--- src/rtl/demux3bit122_stream.sv ---
// demux3bit122_stream
//   Routes a 3-bit input stream to one of two buffered output ports.
//   Each port has a DEPTH-entry FIFO, an EMPTY/PARTIAL/FULL occupancy FSM
//   and a wrapping count of delivered beats.
//
// Ports
//   clk, rst_n            clock; synchronous active-low reset
//   in_data/in_sel        payload and destination (0 = A, 1 = B)
//   in_valid/in_ready     input handshake; in_ready = !full(selected port)
//   a_/b_data, _valid     head of queue (data reads 0 while empty)
//   a_/b_ready            sink consumes head
//   a_/b_cnt              beats delivered per port (wraps silently)
//   a_/b_full             queue holds DEPTH entries

module demux3bit122_stream_port #(
  parameter int DEPTH = 2,
  parameter int CNT_W = 8
) (
  input  logic             clk,
  input  logic             rst_n,
  input  logic             wr_en,
  input  logic [2:0]       wr_data,
  input  logic             rd_ready,
  output logic [2:0]       data,
  output logic             valid,
  output logic             full,
  output logic [CNT_W-1:0] cnt
);
  localparam int AW = $clog2(DEPTH);
  localparam int OW = $clog2(DEPTH + 1);

  typedef enum logic [1:0] {ST_EMPTY, ST_PARTIAL, ST_FULL} occ_e;

  occ_e                  state, state_nxt;
  logic [OW-1:0]         occ, occ_nxt;
  logic [AW-1:0]         wptr, rptr;
  logic [DEPTH-1:0][2:0] mem;
  logic                  wr, rd;

  assign valid = (state != ST_EMPTY);
  assign full  = (state == ST_FULL);
  // A full queue never takes a write, even when its head leaves this cycle.
  assign wr    = wr_en & ~full;
  assign rd    = valid & rd_ready;
  // Storage is not cleared on reset, so mask the head while empty.
  assign data  = valid ? mem[rptr] : 3'b000;

  always_comb begin
    occ_nxt   = occ;
    state_nxt = state;
    case ({wr, rd})
      2'b10:   occ_nxt = occ + OW'(1);
      2'b01:   occ_nxt = occ - OW'(1);
      default: occ_nxt = occ;
    endcase
    if (occ_nxt == '0)             state_nxt = ST_EMPTY;
    else if (occ_nxt == OW'(DEPTH)) state_nxt = ST_FULL;
    else                            state_nxt = ST_PARTIAL;
  end

  always_ff @(posedge clk) begin
    if (!rst_n) begin
      state <= ST_EMPTY;
      occ   <= '0;
      wptr  <= '0;
      rptr  <= '0;
      cnt   <= '0;
    end else begin
      state <= state_nxt;
      occ   <= occ_nxt;
      if (wr) wptr <= wptr + AW'(1);
      if (rd) begin
        rptr <= rptr + AW'(1);
        cnt  <= cnt + CNT_W'(1);
      end
    end
  end

  always_ff @(posedge clk) begin
    if (rst_n && wr) mem[wptr] <= wr_data;
  end
endmodule

module demux3bit122_stream #(
  parameter int DEPTH = 2,
  parameter int CNT_W = 8
) (
  input  logic             clk,
  input  logic             rst_n,
  input  logic [2:0]       in_data,
  input  logic             in_sel,
  input  logic             in_valid,
  output logic             in_ready,
  output logic [2:0]       a_data,
  output logic             a_valid,
  input  logic             a_ready,
  output logic [CNT_W-1:0] a_cnt,
  output logic             a_full,
  output logic [2:0]       b_data,
  output logic             b_valid,
  input  logic             b_ready,
  output logic [CNT_W-1:0] b_cnt,
  output logic             b_full
);
  localparam int NUM_PORTS = 2;

  logic [NUM_PORTS-1:0]            sel_oh, pwr, prdy, pvld, pfull;
  logic [NUM_PORTS-1:0][2:0]       pdata;
  logic [NUM_PORTS-1:0][CNT_W-1:0] pcnt;

  assign sel_oh   = {in_sel, ~in_sel};
  assign in_ready = ~pfull[in_sel];
  assign pwr      = sel_oh & {NUM_PORTS{in_valid & in_ready}};
  assign prdy     = {b_ready, a_ready};

  for (genvar g = 0; g < NUM_PORTS; g++) begin : g_port
    demux3bit122_stream_port #(.DEPTH(DEPTH), .CNT_W(CNT_W)) u_port (
      .clk      (clk),
      .rst_n    (rst_n),
      .wr_en    (pwr[g]),
      .wr_data  (in_data),
      .rd_ready (prdy[g]),
      .data     (pdata[g]),
      .valid    (pvld[g]),
      .full     (pfull[g]),
      .cnt      (pcnt[g])
    );
  end

  assign a_data  = pdata[0];
  assign a_valid = pvld[0];
  assign a_full  = pfull[0];
  assign a_cnt   = pcnt[0];
  assign b_data  = pdata[1];
  assign b_valid = pvld[1];
  assign b_full  = pfull[1];
  assign b_cnt   = pcnt[1];
endmodule

--- config.mk ---
export PLATFORM = sky130hd
export DESIGN_NAME = demux3bit122_stream
export DESIGN_NICKNAME = d
export VERILOG_FILES = /design/src/rtl/demux3bit122_stream.sv
export SDC_FILE = /design/constraint.sdc
export NUM_CORES = 1
export LEC_CHECK = 0
export CORE_AREA = 2 2 69 55
export CTS_CLUSTER_SIZE = 25
export DETAILED_ROUTE_END_ITERATION = 16
export DIE_AREA = 0 0 71 57
export GPL_TIMING_DRIVEN = 0
export PLACE_DENSITY_LB_ADDON = 0.25
export SLEW_MARGIN = 20
export SYNTH_ARGS = -nofsm -noshare
export SYNTH_HDL_FRONTEND = slang
export SYNTH_SLANG_ARGS = --single-unit
--- constraint.sdc ---
create_clock -name clk -period 3.6 [get_ports clk]
set_input_delay 0.72 -clock clk [delete_from_list [all_inputs] [get_ports clk]]
set_output_delay 0.72 -clock clk [all_outputs]
set_load 0.01 [all_outputs]
---- Word-level counts from Yosys, hierarchy flattened ----
Index checks and enable logic that the tools add are counted.
word-level totals
  bits in registers ....................... 40
  bits of input ports ..................... 9
  output and inout port bits .............. 27
  word-level logic and storage cells ...... 78
operators by class
  bitwise gates (word level) .............. 11
  $add $sub $neg .......................... 10
  $lt $le $gt $ge ......................... 7
  muxes and demuxes ....................... 18
  equal/unequal tests ..................... 8
  reductions and logical operators ........ 10
operators with widths
  cell                                                                   count
  3-bit two-way mux                                                      8
  8-bit by 1-bit adder with 8-bit output, second input constant          2
  6-bit bitwise mux                                                      2
  2-bit equality test, second input constant                             6
  1-bit by 2-bit < comparator with 1-bit output, second input constant   5
  2-bit case mux with 2 select lines                                     2
  3-bit demux with 1-bit select                                          2
  1-bit AND                                                              5
  1-bit NOT                                                              5
  1-bit adder, second input constant                                     4
  2-bit by 1-bit adder with 2-bit output, second input constant          2
  2-bit by 1-bit equality test with 1-bit output, second input constant  2
  1-bit logical AND                                                      4
  2-bit zero test                                                        2
  2-bit two-way mux                                                      2
  2-bit nonzero test                                                     2
  2-bit OR reduction                                                     2
  2-bit by 1-bit subtractor with 2-bit output, second input constant     2
  2-bit AND                                                              1
  1-bit >= comparator, second input constant                             2
  1-bit two-way mux                                                      2

---- Logic depth before layout (Yosys ltp) ----
Gate-level depths: netlist of the first run.
  depth after elaboration ................. 11
  depth in mapped cells ................... 7
  mapped depth without buffers ............ 6

---- Cells and area by module ----
A second synthesis of the first run with hierarchy kept.
unflattened totals
  cells, all modules ...................... 168
  area total of the unflattened synthesis .. 1699.1 µm²
by module, submodules not included
  module                                       instances  seq. area each (µm²)  cells an instance  area each (µm²)
  demux3bit122_stream_port (g_port[1].u_port)  1          460.4                 83                 837.1
  demux3bit122_stream_port (g_port[0].u_port)  1          460.4                 82                 835.8
  demux3bit122_stream                          1          0.0                   3                  26.3

---- Worst setup path after synthesis of the first run ----
No wires, ideal clock.
  path type ............................... input to register
  start point ............................. input port in_sel
  end point ............................... register g_port[0].u_port.state[1]
  path buffers ............................ 1
  path slack .............................. 1.348 ns
  cell stages on the path ................. 5
  data required time ...................... 3.514 ns
  setup time .............................. 0.086 ns
  arrival ................................. 2.166 ns
  cell sequence ........................... clkbuf_1 -> or3_1 -> ha_1 -> or3_1 -> a211oi_1
on the way
  cells in the longest elaborated chain, start to end .. 10
  elaborated cells between the ends (all ways) .. 14
  those cells by class .................... 3 x eq/ne; 4 x mux; 5 x bitwise; 2 x reduce/logical
RTL lines
  item                                                                                   RTL line  text
  start: declaration                                                                     91        input logic in_sel,
  1-bit two-way mux (not written as such) (2 in a row)                                   112       assign in_ready = ~pfull[in_sel];
  1-bit NOT                                                                              112
  1-bit AND                                                                              113       assign pwr = sel_oh & {NUM_PORTS{in_valid & in_ready}};
  2-bit AND (*)                                                                          113
  1-bit AND (*)                                                                          43        assign wr = wr_en & ~full;
  2-bit by 1-bit equality test with 1-bit output or 2-bit equality test (tied branches)  51        case ({wr, rd})
  2-bit case mux with 2 select lines (*)                                                 51
  2-bit equality test or 2-bit zero test (tied branches)                                 57, 56
  2-bit two-way mux or 2-bit OR reduction (tied branches)                                n/a
  end signal: assignment                                                                 69        state <= state_nxt;
  end: declaration                                                                       34        occ_e state, state_nxt;
Mark *: on every way between the ends. The rest lies on a longest branch, timed or not. The select of a mux whose other input is x is not followed.
A chain may end at the register's enable or synchronous reset.

---- Worst setup path in the final report of the first run ----
  start point ............................. input port in_sel
  end point ............................... output port in_ready
on the way
  cells in the longest elaborated chain, start to end .. 3
RTL lines
  item                                                  RTL line  text
  1-bit two-way mux (not written as such) (2 in a row)  112
  1-bit NOT                                             112
  end: declaration                                      93        output logic in_ready,
No other way between the ends. The select of a mux whose other input is x is not followed.

==> results of run 1 <==
## worst max-delay path: stages
cell	delay (ps)
clkbuf_1	310
mux2i_1	280
clkdlybuf4s50_1	570
## area by class of cell
cell class / instances / area (sq um)
tap: 42 / 52.6
clock inverter: 1 / 30.0
timing repair buffer: 34 / 340
multi-input combinational: 109 / 712
fill: 264 / 1230
clock buffer: 7 / 96.3
inverter: 12 / 45.0
buffer: 6 / 22.5
sequential: 40 / 921
## final timing paths
kind	from	to	slack [ps]	cells past startpoint
max	in_sel	in_ready	990	3
min	g_port[0].u_port.wptr	g_port[0].u_port.wptr	500	2
max reg2reg	g_port[0].u_port.state[1]	g_port[0].u_port.state[1]	1560	6
min reg2reg	g_port[0].u_port.wptr	g_port[0].u_port.wptr	500	2
## kinds of logic after synthesis
kind of cell	count (synthesis)	synth area share [%]
compound gates	36	12.7
xor+xnor	10	5.15
fa+ha+maj	4	2.94
buf+inv	18	3.97
flops	40	54.2
mux	9	5.30
simple gates	50	15.8
## synthesized netlist by cell type
cell type / number
dfxtp_1: 28
nor2_1: 18
a21oi_1: 13
edfxtp_1: 12
inv_1: 12
o21ai_0: 10
mux2i_1: 9
or3_1: 9
clkbuf_1: 6
xnor2_1: 6
and2_1: 4
ha_1: 4
xor2_1: 4
nand2_1: 3
nand3_1: 3
nand4_1: 3
o31ai_1: 3
or4_1: 3
a211oi_1: 2
o211ai_1: 2
o21ai_1: 2
or3_2: 2
a31oi_1: 1
and4_1: 1
nor2b_1: 1
nor4_1: 1
nor4b_1: 1
o2111ai_1: 1
o2111ai_2: 1
o21a_1: 1
or2b_1: 1
## power by group
group / internal [mW] / total (mW) / switching [mW]
clock: 0.245 / 0.396 / 0.152
sequential: 0.519 / 0.567 / 0.0486
combinational: 0.195 / 0.385 / 0.190
## state kept, by name, indices dropped and copies added, names as in the netlist
name and cells:
g_port.u_port.mem 12, g_port.u_port.rptr 2, g_port.u_port.cnt 16, g_port.u_port.state 4, g_port.u_port.occ 4, g_port.u_port.wptr 2
## metal layers
layer  up-vias  track usage (%)  routed length [um]
met4         0             8.36                  43
met1       677             21.4                1560
met2        32             35.5                2020
met5         -                0                   0
met3         4             6.36                 129
li1        679                -                   -
==> impl_results.md, run 1 <==
* Status: finished clean
* Worst setup SP type: input port
* # Max-Cap Violations at 0
* Worst min-delay path category: flop to flop
* Syn Nets at 180
* Post-DP Area at 2090 sq um
* CP Class: input port to output pin
* GP Congestion at 0.679
* Placed Cells at 243
* Num rows at 19
* Worst setup EP type: output pin
* Skew-Pair Late Insertion Delay at 290 ps
* # clock sinks at 40
* CTS buffer count at 5
* Vias in the first global route at 1318
* DR vias/cell at 5.55
* Yosys warns at 0
* Total core area at 3450 sq um
* Critical Path AT at 1890 ps
* First-pass GRT wire length at 5.92 mm
* Cells after synthesis at 167
* Unrepaired setup endpoints after global routing: no
* Total power at 1.35 mW
* Avg WL per Cell at 14.9 um
* Worst Path Required at 2880 ps
* Largest area contributor in the netlist: dfxtp_1
* Initial Utilization at 49.3%
* Initial antenna violation count at 0
* Die height at 57 um
* Worst slew pin tran at 654 ps
* Via count at 1392
* Commonest non-fill, non-tap cell in the layout: clkdlybuf4s50_1
* Mapped Area at 1700 sq um
* Post-CTS Setup Inserts at 0
* Clock Skew at 2.86 ps
* Worst-path clk slew at 70 ps
* Fin Setup TNS at 0 ps
* Placement Setup Slack at 782 ps
* H-tree levels at 2
* Hold buffers post-CTS at 0
* Final routed DRC violation total at 0
* Max VDD drop at 341 uV
* Syn avg cell area at 10.2 sq um
* DRT iter0 DRCs at 33
* Area growth syn-to-layout at 30.5%
* Post-synth cell types at 31
* Worst Slack Setup Final at 987 ps
* Antenna diode count at 0
* Slew margin rel. at 56.0%
* Largest net degree at the start of global routing at 13
* Chip width at 71 um
* PostCTS Resize Cnt at 0
* I/O pin count at 36
* Root buf cell: clkbuf_8
* Post-layout util at 64.4%
* Nets at 221
* Fmax at 383 MHz
* Pwr Density at 608 nW/um^2
* Pleak at 0.794 nW
* Clock tree from TritonCTS: built
* Drt total wl at 3.75 mm
* Post-route cell area at 2220 sq um
* Largest cells by area after synthesis: dfxtp_1 33%, edfxtp_1 21%, mux2i_1 5.3%, nor2_1 4.0%, a21oi_1 3.8%
* Final number of hold-violating endpoints at 0
* Tcrit/Tclk final at 72.6%
* Overall routing resource usage at 19.7%
* Drt pass-1 iters at 4
* Setup violations, final at 0
* CTS max path bufs at 2
* Critical Path Fanout Max at 10
* Post-route ant nets at 0
* Die area at 4050 sq um
* Final non-filler cell total at 251
* Synthesized flop and latch total at 40
* Most frequent cells in the layout: 34 x clkdlybuf4s50_1, 28 x dfxtp_1, 18 x nor2_1
* I/O Buffers at 34
* Layout cells sized above 1 at 5.26%
* Share of the synthesized area in the top cell type at 33.0%
* Final Critical Period at 2610 ps
* Global route overflow at 0
* Sequential element share of the synthesized area at 54.2%
* Slew Viols, Final at 0
* Hold slack at 503 ps
* Final HPWL DP at 2.84 mm
Note: power is estimated with default switching activity, not from simulation.
==> run 2, diff against run 1 <==
Settings changed: CORE_AREA 2 2 69 55 to 2 2 74 59, DIE_AREA 0 0 71 57 to 0 0 76 61.
Clock period 3.6 ns to 2.18 ns, I/O delays scaled along.
==> impl_results.md, run 2 (synthesis results as in run 1) <==
* Worst min-delay path category: flop to flop
* Largest net degree at the start of global routing at 14 (+1)
* Final routed DRC violation total at 0 (unchanged)
* # clock sinks at 40 (unchanged)
* Worst setup SP type: flop
* Clock tree from TritonCTS: built
* First-pass GRT wire length at 5.74 mm (-3.0%)
* Pleak at 0.792 nW (-0.18%)
* Total core area at 3880 sq um (+13%)
* Switch share at 29.7% (+0.77 points)
* Largest Register: g_port.u_port.cnt
* Post-CTS Setup Inserts at 0 (unchanged)
* NetSw at 645 uW (+65%)
* Root buf cell: clkbuf_8
* Skew-Pair Late Insertion Delay at 290 ps (about the same)
* Die area at 4640 sq um (+15%)
* Fmax at 484 MHz
* Post-route ant nets at 0 (unchanged)
* Initial Utilization at 43.8% (-5.5 points)
* Worst slew pin tran at 662 ps (+7.92 ps)
* Via count at 1354 (-2.7%)
* Critical Path AT at 1630 ps (-260 ps)
* Overall routing resource usage at 16.0% (-3.7 points)
* Slew Viols, Final at 0 (unchanged)
* I/O pin count at 36 (unchanged)
* DR vias/cell at 5.13 (-7.5%)
* Commonest non-fill, non-tap cell in the layout: clkdlybuf4s50_1
* I/O Buffers at 34 (unchanged)
* CP Class: flop to output pin
* DRT iter0 DRCs at 46 (+39%)
* Worst-path clk slew at 80 ps (about the same)
* Post-layout util at 57.5% (-6.9 points)
* Global route overflow at 0 (unchanged)
* H-tree levels at 2 (unchanged)
* Slew margin rel. at 55.3% (-0.75 points)
* Chip width at 76 um (+7.0%)
* Layout cells sized above 1 at 7.66% (+2.4 points)
* Unrepaired setup endpoints after global routing: no
* Int Power at 1.52 mW (+59%)
* Worst Path Required at 1740 ps (-1140 ps)
* Vias in the first global route at 1267 (-3.9%)
* Critical Path Fanout Max at 5 (-5)
* Antenna diode count at 0 (unchanged)
* Status: finished clean
* Final HPWL DP at 2.59 mm (-8.9%)
* Clk pwr share at 27.6% (-1.8 points)
* Total power at 2.17 mW (+61%)
* GP Congestion at 0.731 (+7.7%)
* Die height at 61 um (+7.0%)
* Final Critical Period at 2070 ps
* Num rows at 20 (+1)
* Max VDD drop at 576 uV (+69%)
* Tcrit/Tclk final at 94.8%
* Avg WL per Cell at 13.3 um (-11%)
* Setup violations, final at 0 (unchanged)
* # Max-Cap Violations at 0 (unchanged)
* CTS buffer count at 5 (unchanged)
* Pwr Density at 973 nW/um^2 (+60%)
* Largest register FFs at 16 (unchanged)
* Nets at 221 (unchanged)
* Drt total wl at 3.50 mm (-6.6%)
* CTS max path bufs at 2 (unchanged)
* Worst setup EP type: output pin
* Reg power frac at 43.4% (+1.3 points)
* Most frequent cells in the layout: 33 x clkdlybuf4s50_1, 26 x dfxtp_1, 18 x nor2_1
* Final number of hold-violating endpoints at 0 (unchanged)
* Placed Cells at 256 (+5.3%)
* Combinational share of power at 29.0% (+0.5 points)
* Biggest regs: g_port.u_port.cnt (16), g_port.u_port.mem (12)
* Clock Skew at 4.49 ps (+1.62 ps)
* Final non-filler cell total at 264 (+5.2%)
* Drt pass-1 iters at 6 (+2)
* Initial antenna violation count at 0 (unchanged)
* Area growth syn-to-layout at 31.2%
* Fin Setup TNS at 0 ps (unchanged)
[run 2: cell count changes in the layout (fill, tap and decap cells not counted)]
cell             change
o21ai_2              +1
dfxtp_1              -2
clkbuf_2             +1
or2b_1               -1
or2b_4               +1
clkbuf_8             -2
clkinvlp_4           +1
dlygate4sd2_1        +1
clkinv_2             +1
clkbuf_1             -1
dfxtp_2              +2
o21ai_1              -1
clkdlybuf4s50_1      -1
[run 2: worst max-delay path: stages, from the launching register on]
cell and delay [ps]:
dfxtp_2 390, or2b_4 310, inv_1 80, mux2i_1 70, clkdlybuf4s50_1 490
[run 2: routing by layer]
metal	track usage, %	wire, um
met5	0	0
met4	6.23	33
met3	4.17	146
met2	27.8	1690
met1	19.7	1630
[run 2: area by class of cell]
class                      count  area [sq um]
buffer                         6          23.8
clock buffer                   5          68.8
sequential                    40           923
tap                           55          68.8
clock inverter                 3          42.5
fill                         349          1650
inverter                      12          45.0
timing repair buffer          34           339
multi-input combinational    109           719
[run 2: worst paths after layout]
| check | startpoint | endpoint | slack (ps) | cells past startpoint |
|---|---|---|---|---|
| worst min register to register | g_port[0].u_port.cnt[7] | g_port[0].u_port.cnt[7] | 480 | 2 |
| worst max-delay path | g_port[1].u_port.state[1] | in_ready | 110 | 4 |
| worst min-delay path | g_port[0].u_port.cnt[7] | g_port[0].u_port.cnt[7] | 480 | 2 |
| worst max register to register | g_port[0].u_port.state[1] | g_port[0].u_port.state[1] | 160 | 6 |
[run 2: power by group through the flow]
stage	clock network [mW]	registers [mW]	logic, mW
2_1_floorplan	0	0.941	0.365
3_3_place_gp	0	0.943	0.600
3_5_place_dp	0	0.951	0.626
4_1_cts	0.614	0.935	0.631
5_1_grt	0.649	0.954	0.688
6_report	0.599	0.941	0.630
[run 2: repair_timing]
| action | CTS | global route |
|---|---|---|
| gates resized for setup | 1 | 5 |
| hold buffers | 0 | 0 |
| endpoints found under the hold margin | 0 | 0 |
| endpoints found under the setup margin | 1 | 2 |
[run 2: per-stage QoR]
step / setup WS [ps] / hold WS [ps] / cell area (sq um)
6_report: 114 / 484 / 2230
3_3_place_gp: -261 / 460 / 2110
4_1_cts: 0.665 / 486 / 2220
2_1_floorplan: 212 / 460 / 1700
5_1_grt: 17.6 / 515 / 2230
3_5_place_dp: -346 / 475 / 2110
